File: src/rtl/pu_div_queued.sv
`default_nettype none
// ============================================================================
// Module      : pu_div_queued
// Description : Queued signed/unsigned restoring divider PU for the NITTA bus.
//               It has a configurable radix, a result FIFO and invalid flags.
// Revision    : 1.0 - initial release
// ============================================================================
module pu_div_queued #(
    parameter int DATA_WIDTH      = 32,
    parameter int ATTR_WIDTH      = 4,
    parameter int INVALID         = 0,
    parameter int STEPS_PER_CYCLE = 1,
    parameter int QUEUE_DEPTH     = 4,
    parameter int SIGNED          = 1
) (
    input  logic                  clk,
    input  logic                  rst,
    input  logic                  signal_wr,
    input  logic                  signal_sel,
    input  logic [DATA_WIDTH-1:0] data_in,
    input  logic [ATTR_WIDTH-1:0] attr_in,
    input  logic                  signal_oe,
    input  logic                  res_select,
    input  logic                  signal_pop,
    output logic [DATA_WIDTH-1:0] data_out,
    output logic [ATTR_WIDTH-1:0] attr_out,
    output logic                  busy,
    output logic                  full
);

    localparam int c_K     = DATA_WIDTH / STEPS_PER_CYCLE;
    localparam int c_CNT_W = $clog2(c_K + 1);
    localparam int c_PTR_W = $clog2(QUEUE_DEPTH);

    localparam logic [1:0] c_ST_IDLE = 2'd0;
    localparam logic [1:0] c_ST_RUN  = 2'd1;
    localparam logic [1:0] c_ST_FIX  = 2'd2;

    logic [DATA_WIDTH-1:0] r_dvd;
    logic                  r_dvd_inv;
    logic                  r_pend_vld;
    logic [DATA_WIDTH-1:0] r_pend_a;
    logic [DATA_WIDTH-1:0] r_pend_b;
    logic                  r_pend_inv;

    logic [1:0]            r_state;
    logic [1:0]            w_state_nx;
    logic [c_CNT_W-1:0]    r_cnt;
    logic [DATA_WIDTH-1:0] r_rem;
    logic [DATA_WIDTH-1:0] r_quo;
    logic [DATA_WIDTH-1:0] r_dvs;
    logic [DATA_WIDTH-1:0] r_orig;
    logic                  r_a_neg;
    logic                  r_b_neg;
    logic                  r_dz;
    logic                  r_inv;

    logic                  w_push;
    logic                  w_load;
    logic                  w_pop;
    logic                  w_accept;
    logic                  w_full;
    logic                  w_empty;

    logic                  w_a_neg;
    logic                  w_b_neg;
    logic [DATA_WIDTH-1:0] w_a_mag;
    logic [DATA_WIDTH-1:0] w_b_mag;
    logic                  w_dz;
    logic                  w_ovf;

    logic [DATA_WIDTH-1:0] w_rem_n;
    logic [DATA_WIDTH-1:0] w_quo_n;
    logic [DATA_WIDTH:0]   w_sh;

    logic [DATA_WIDTH-1:0] w_res_quo;
    logic [DATA_WIDTH-1:0] w_res_rem;
    logic                  w_res_inv;

    logic [DATA_WIDTH-1:0] r_q_quo [QUEUE_DEPTH];
    logic [DATA_WIDTH-1:0] r_q_rem [QUEUE_DEPTH];
    logic                  r_q_inv [QUEUE_DEPTH];
    logic [c_PTR_W-1:0]    r_wr_ptr;
    logic [c_PTR_W-1:0]    r_rd_ptr;
    logic [c_PTR_W:0]      r_count;

    logic                  w_unused_attr;

    assign w_unused_attr = ^attr_in;

    assign w_full   = (r_count == (c_PTR_W + 1)'(QUEUE_DEPTH));
    assign w_empty  = (r_count == '0);
    assign w_pop    = signal_pop && !w_empty;
    // A divisor write may refill the slot on the very edge the engine drains it.
    assign w_accept = signal_wr && signal_sel && (!r_pend_vld || w_load);
    assign busy     = r_pend_vld;
    assign full     = w_full;

    // Operand preparation from the pending slot
    assign w_a_neg = (SIGNED != 0) && r_pend_a[DATA_WIDTH-1];
    assign w_b_neg = (SIGNED != 0) && r_pend_b[DATA_WIDTH-1];
    assign w_a_mag = w_a_neg ? -r_pend_a : r_pend_a;
    assign w_b_mag = w_b_neg ? -r_pend_b : r_pend_b;
    assign w_dz    = (r_pend_b == '0);
    assign w_ovf   = (SIGNED != 0) && (r_pend_a == {1'b1, {(DATA_WIDTH-1){1'b0}}})
                     && (r_pend_b == {DATA_WIDTH{1'b1}});

    always_ff @(posedge clk) begin
        if (rst) begin
            r_dvd      <= '0;
            r_dvd_inv  <= 1'b0;
            r_pend_vld <= 1'b0;
            r_pend_a   <= '0;
            r_pend_b   <= '0;
            r_pend_inv <= 1'b0;
        end else begin
            if (signal_wr && !signal_sel) begin
                r_dvd     <= data_in;
                r_dvd_inv <= attr_in[INVALID];
            end
            if (w_accept) begin
                r_pend_vld <= 1'b1;
                r_pend_a   <= r_dvd;
                r_pend_b   <= data_in;
                r_pend_inv <= r_dvd_inv | attr_in[INVALID];
            end else if (w_load) begin
                r_pend_vld <= 1'b0;
            end
        end
    end

    always_comb begin
        w_state_nx = r_state;
        w_push     = 1'b0;
        w_load     = 1'b0;
        case (r_state)
            c_ST_IDLE: begin
                if (r_pend_vld) begin
                    w_load     = 1'b1;
                    w_state_nx = c_ST_RUN;
                end
            end
            c_ST_RUN: begin
                if (r_cnt == c_CNT_W'(1)) begin
                    w_state_nx = c_ST_FIX;
                end
            end
            c_ST_FIX: begin
                if (!w_full || w_pop) begin
                    w_push = 1'b1;
                    if (r_pend_vld) begin
                        w_load     = 1'b1;
                        w_state_nx = c_ST_RUN;
                    end else begin
                        w_state_nx = c_ST_IDLE;
                    end
                end
            end
            default: w_state_nx = c_ST_IDLE;
        endcase
    end

    always_ff @(posedge clk) begin
        if (rst) begin
            r_state <= c_ST_IDLE;
            r_cnt   <= '0;
        end else begin
            r_state <= w_state_nx;
            if (w_load) begin
                r_cnt <= c_CNT_W'(c_K);
            end else if (r_state == c_ST_RUN) begin
                r_cnt <= r_cnt - c_CNT_W'(1);
            end
        end
    end

    // STEPS_PER_CYCLE unrolled restoring steps; the dividend shifts out of r_quo
    always_comb begin
        w_rem_n = r_rem;
        w_quo_n = r_quo;
        w_sh    = '0;
        for (int i = 0; i < STEPS_PER_CYCLE; i++) begin
            w_sh    = {w_rem_n, w_quo_n[DATA_WIDTH-1]};
            w_quo_n = {w_quo_n[DATA_WIDTH-2:0], 1'b0};
            if (w_sh >= {1'b0, r_dvs}) begin
                w_sh       = w_sh - {1'b0, r_dvs};
                w_quo_n[0] = 1'b1;
            end
            w_rem_n = w_sh[DATA_WIDTH-1:0];
        end
    end

    always_ff @(posedge clk) begin
        if (w_load) begin
            r_rem   <= '0;
            r_quo   <= w_a_mag;
            r_dvs   <= w_b_mag;
            r_orig  <= r_pend_a;
            r_a_neg <= w_a_neg;
            r_b_neg <= w_b_neg;
            r_dz    <= w_dz;
            r_inv   <= r_pend_inv | w_dz | w_ovf;
        end else if (r_state == c_ST_RUN) begin
            r_rem <= w_rem_n;
            r_quo <= w_quo_n;
        end
    end

    // MIN/-1 needs no special case: negating the MIN magnitude yields MIN again
    assign w_res_quo = r_dz ? '0 : ((r_a_neg ^ r_b_neg) ? -r_quo : r_quo);
    assign w_res_rem = r_dz ? r_orig : (r_a_neg ? -r_rem : r_rem);
    assign w_res_inv = r_inv;

    always_ff @(posedge clk) begin
        if (w_push) begin
            r_q_quo[r_wr_ptr] <= w_res_quo;
            r_q_rem[r_wr_ptr] <= w_res_rem;
            r_q_inv[r_wr_ptr] <= w_res_inv;
        end
    end

    always_ff @(posedge clk) begin
        if (rst) begin
            r_wr_ptr <= '0;
            r_rd_ptr <= '0;
            r_count  <= '0;
        end else begin
            if (w_push) begin
                r_wr_ptr <= r_wr_ptr + c_PTR_W'(1);
            end
            if (w_pop) begin
                r_rd_ptr <= r_rd_ptr + c_PTR_W'(1);
            end
            case ({w_push, w_pop})
                2'b10:   r_count <= r_count + (c_PTR_W + 1)'(1);
                2'b01:   r_count <= r_count - (c_PTR_W + 1)'(1);
                default: r_count <= r_count;
            endcase
        end
    end

    always_comb begin
        data_out = '0;
        attr_out = '0;
        if (signal_oe) begin
            if (w_empty) begin
                attr_out[INVALID] = 1'b1;
            end else begin
                data_out          = res_select ? r_q_rem[r_rd_ptr] : r_q_quo[r_rd_ptr];
                attr_out[INVALID] = r_q_inv[r_rd_ptr];
            end
        end
    end

endmodule
`default_nettype wire

File: config.mk
export PLATFORM = sky130hd
export DESIGN_NAME = pu_div_queued
export DESIGN_NICKNAME = d
export VERILOG_FILES = /design/src/rtl/pu_div_queued.sv
export SDC_FILE = /design/constraint.sdc
export NUM_CORES = 1
export LEC_CHECK = 0
export ABC_AREA = 1
export CAP_MARGIN = 20
export CORE_ASPECT_RATIO = 2
export CORE_MARGIN = 1.5
export CORE_UTILIZATION = 56
export CTS_CLUSTER_SIZE = 30
export DETAILED_ROUTE_END_ITERATION = 10
export GPL_ROUTABILITY_DRIVEN = 0
export GPL_TIMING_DRIVEN = 1
export PLACE_DENSITY = 0.88
export SLEW_MARGIN = 20
export SYNTH_ARGS = -nofsm -noshare
export SYNTH_HDL_FRONTEND = slang
export SYNTH_SLANG_ARGS = --single-unit
File: constraint.sdc
create_clock -name clk -period 4.2 [get_ports clk]
set_input_delay 0.84 -clock clk [delete_from_list [all_inputs] [get_ports clk]]
set_output_delay 0.84 -clock clk [all_outputs]
set_load 0.02 [all_outputs]
=== Yosys cells after proc, flatten, opt, wreduce, memory -nomap -nowiden ===
Memory sizes are Yosys's and may differ from the RTL's. A register that Yosys moved wholly into a read port is not among the register bits.
Index checks and enable logic that the tools add are counted.

* Word-level logic and storage cells: 107
* Memories kept: 3
* Output and inout bits: 38
* Bits in writable memories: 260
* Bits of input ports: 43
* Register bits after elaboration: 246

* Equal/unequal tests: 11
* Magnitude comparators: 1
* Reduce and logical (&&, ||, !) cells: 19
* Multiplexer cells: 38
* Bitwise logic cells: 4
* $add $sub $neg: 10

{| class="wikitable"
|+ Memory list
! name !! words !! bits a word !! rd ports !! clocked after memory_dff !! wr ports !! RTL line !! RTL
|-
| r_q_quo || 4 || 32 || 1 || 1 || 1 || 80 || <nowiki>logic [DATA_WIDTH-1:0] r_q_quo [QUEUE_DEPTH];</nowiki>
|-
| r_q_rem || 4 || 32 || 1 || 1 || 1 || 81 || <nowiki>logic [DATA_WIDTH-1:0] r_q_rem [QUEUE_DEPTH];</nowiki>
|-
| r_q_inv || 4 || 1 || 1 || 1 || 1 || 82 || <nowiki>logic r_q_inv [QUEUE_DEPTH];</nowiki>
|}

{| class="wikitable"
|+ Operators by type and width
! cell !! number
|-
| $mux 32 || 11
|-
| $neg 32->32 || 4
|-
| $eq 32x32->1 const B || 2
|-
| $ge 33x32->1 || 1
|-
| $logic_not 32->1 || 1
|-
| $sub 32x32->32 || 1
|-
| $mux 31 || 1
|-
| $mux 2 || 9
|-
| $mux 1 || 12
|-
| $mux 6 || 2
|-
| $eq 6x1->1 const B || 1
|-
| $ne 2x2->1 const B || 3
|-
| $pmux 2 s3 || 1
|-
| $pmux 3 s2 || 1
|-
| $reduce_bool 2->1 || 3
|-
| $sub 6x1->6 const B || 1
|-
| $logic_and 1x1->1 || 5
|-
| $add 2x1->2 const B || 2
|-
| $eq 2x1->1 const B || 2
|-
| $eq 2x2->1 const B || 2
|-
| $logic_not 1->1 || 4
|-
| $add 3x1->3 const B || 1
|-
| $eq 3x3->1 const B || 1
|-
| $logic_not 3->1 || 1
|-
| 8 further kinds || 11
|}

=== Longest topological paths before layout ===
* Word-level depth: 9
* Gate-level depth with buffers: 16

=== Worst setup path before layout ===
OpenSTA, ideal clock, no wires.

* Path kind: input -> register
* From: input signal_pop
* To: memory r_q_inv[0], enable pin
* Arrival time: 3862 ps
* Cell stages on the path: 4
* Buffers on the path: 0
* Setup slack: -150 ps
* Cells stage by stage: inv_1 -> nand2_1 -> nand2_1 -> nor2_1

* Longest elaborated chain between the ends: 6

{| class="wikitable"
|+ RTL lines
! element !! RTL line !! RTL
|-
| start, declared || 24 || <nowiki>input logic signal_pop,</nowiki>
|-
| $logic_and 1x1->1 || 93 || <nowiki>assign w_pop = signal_pop && !w_empty;</nowiki>
|-
| $logic_or 1x1->1 || 149 || <nowiki>if (!w_full || w_pop) begin</nowiki>
|-
| $mux 1 || 149 ||
|-
| $mux 1 || 136 || <nowiki>case (r_state)</nowiki>
|-
| $mux 1 || 215 || <nowiki>if (w_push) begin</nowiki>
|-
| $mux 1 (implied by the code) || 218 || <nowiki>r_q_inv[r_wr_ptr] <= w_res_inv;</nowiki>
|-
| end, declared || 82 ||
|}

No other way between the ends.

==> out/qor.txt <==
status - completed
CP most frequent cell - o21ai_0
Nets - 3200
worst hold path class - reg -> reg
Met1 Routed Length - 24200 um
area grow syn2layout - 10.5%
critical path arrival - 3.19 ns
gr usage total - 31.4%
clock root cell - clkbuf_16
via count - 22353
CTS sink cnt - 507
DP Area - 27000 um2
Max Used Layer - met4
metal2 WL - 37100 um
hold buffer count at cts - 0
crit-path cells - clkinv_2 > buf_4 > o21ai_0 > o22ai_1 > o21ai_0 > a31oi_1 > clkdlybuf4s50_1
CTS tree - yes
most frequent cells in the layout - nand2_1 (606), nor2_1 (527), edfxtp_1 (359)
antenna cells - 0
VDD IR max - 0.292 mV
crit path to - data_out[10]
Cells after Synth - 3086
sequential area share after synthesis - 53.6%
crit-path max FO - 27
Final Max Slew Viols - 0
filler instances - 3482
largest net degree at the start of global routing - 109
Post-synth EDFFs - 359
Starting Density - 56.8%
Post-Syn Area - 25600 um2
startpoint types - register
Tcrit/Tclk final - 96.0%
number of port buffers - 74
setup TNS - 0 ns
minimum clock period - 4.03 ns
RSZ-0062 raised after global routing - no
Crit path required time - 3.36 ns
final instance area - 28300 um2
die height - 306 um
Async SR Flop Fraction - 0%
Fin Clk Skew - 0.0246 ns
crit-path leading delay family - buffers and inverters
f_max - 0.248 GHz
Num CTS Buffers - 41
DR WL met3 - 6170 um
final hold vios - 0
Worst Max-Slew Pin Slew - 1.06 ns
vias in the first global route - 20990
Post-DRT Antenna Nets - 0
Post-Route WL - 74200 um
setup bufs post-CTS - 0
# resized after CTS - 0
first-pass GRT wire length - 114000 um
PwrDens - 536 nW/um2
Critical Path Max Stage Delay - 0.57 ns
synth unique cells - 50
Ys Warns - 0
H-Tree Depth - 2
Post-Syn Area per Cell - 8.31 um2
Cell Rows - 110
initial antenna violation count - 0
#FFs+latches synth - 507
WP buf/inv - 3
most common cell after layout, fill and taps aside - nand2_1
drt first pass iters - 6
post-DP HPWL - 52000 um
number of cells on the critical path - 7
DRC viols - 0
final core occ - 62.8%
Die Wd - 154 um
Clk pin slew, worst setup/hold paths - 0.07 ns
P_leak - 11.6 nW
later-pin clock latency in the skew report - 0.59 ns
endpoints failing setup - 0
WL/cell - 20.0 um
IO Pins - 81
Max clock buf depth - 3
grt ovf - 0
FF-to-FF Start - r_rem[0]$_SDFFE_PN0P_
Core Footprint - 45100 um2
reg2reg setup slack - 0.88 ns
share of cells above drive strength 1 - 4.71%
Vias/cell - 6.04
Worst R2R Path Depth - 9
Die ar. - 47200 um2
Max-cap violations - 0
RR Endpoint - r_q_rem[3][28]$_DFFE_PP_
1st-iter DRT viols - 2176
critical path type - reg -> out
slew margin rel. - 28.4%
main flop type after synthesis - edfxtp_1
Worst setup EP type - output port
Crit-path slowest cell - dfxtp_4
cells in the mapped netlist (all sizes together), types with 2 or more instances:
library cell  instances  area, um2
and3                  3       18.8
ha                   43        538
nand2               612       2320
or2                  10       62.6
o22ai                36        225
and2                  7       43.8
xnor2                29        254
dfxtp               148       2960
a31oi                37        231
o211ai                2       15.0
nand3b                9       67.6
o31ai                 5       37.5
clkbuf               92        345
nand3               182        916
edfxtp              359      10800
clkinv                4       15.0
nor3                 42        236
fa                    2       40.0
inv                 321       1200
buf                  40        244
xor2                 28        245
nor4                 16        100
a21oi               124        624
o21a                  5       37.5
nor2                538       2050
o21ai               355       1790
nor3b                 2       20.0
nand4                29        181
worst min-delay path by stage:
stage                              start             endpoint  slack, ns  cells after the start
3_3_place_gp    r_pend_a[1]$_SDFFE_PP0P_  r_orig[1]$_DFFE_PN_       0.41                      0
4_1_cts         r_pend_a[1]$_SDFFE_PP0P_  r_orig[1]$_DFFE_PN_       0.42                      0
2_1_floorplan  r_pend_b[31]$_SDFFE_PP0P_    r_b_neg$_DFFE_PN_       0.41                      0
5_1_grt         r_pend_a[1]$_SDFFE_PP0P_  r_orig[1]$_DFFE_PN_       0.43                      0
3_5_place_dp    r_pend_a[1]$_SDFFE_PP0P_  r_orig[1]$_DFFE_PN_       0.42                      0
6_report        r_pend_a[1]$_SDFFE_PP0P_  r_orig[1]$_DFFE_PN_       0.43                      0
state kept, by name (all words and copies together), names as in the netlist, 2 cells and up, named ones only:
register and count:
r_cnt 6, r_count 3, r_dvd 32, r_dvs 32, r_orig 32, r_pend_a 32, r_pend_b 32, r_q_inv 4
r_q_quo 128, r_q_rem 128, r_quo 32, r_rd_ptr 2, r_rem 32, r_state 2, r_wr_ptr 2
stage by stage:
step	total power (W)	worst slack, ns	std cells	hold slack, ns
2_1_floorplan	0.00964	-0.150	3088	0.406
3_3_place_gp	0.0111	0.533	3629	0.415
3_5_place_dp	0.0113	0.530	3629	0.418
4_1_cts	0.0150	0.201	3702	0.421
5_1_grt	0.0159	0.0432	3702	0.431
6_report	0.0152	0.168	3702	0.427
layout make-up:
class	instances	area, um2	area share (%)
multi-input cells	2124	10100	35.8
repair buffers	113	1230	4.35
clock inverters	22	190	0.671
well taps	560	701	2.47
flip-flops and latches	507	13700	48.5
clock buffers	51	1100	3.90
inverters	325	1220	4.31
power by group:
| part | internal, W | total (W) | switching (W) |
|---|---|---|---|
| Combinational | 0.00159 | 0.00514 | 0.00355 |
| Clock | 0.00196 | 0.00378 | 0.00182 |
| Sequential | 0.00586 | 0.00626 | 0.000399 |
| Total | 0.00941 | 0.0152 | 0.00576 |
metal layers:
| layer | track usage, % | up-vias |
|---|---|---|
| met5 | 0 | - |
| met4 | 24.1 | 0 |
| met3 | 4.54 | 337 |
| met2 | 55.7 | 1384 |
| met1 | 33.3 | 10290 |
| li1 | - | 10342 |
cells by family after synthesis:
family	after synthesis	synth area share (%)
xor gates and xnor gates	57	1.95
buffers and inverters	457	7.05
DFF	507	53.6
and+or+nand+nor	1450	23.4
AOI/OAI and AO/OA	569	11.7
adders and majority gates	45	2.25
other	1	0.0146
No activity file was read; power rests on OpenSTA's default activity.
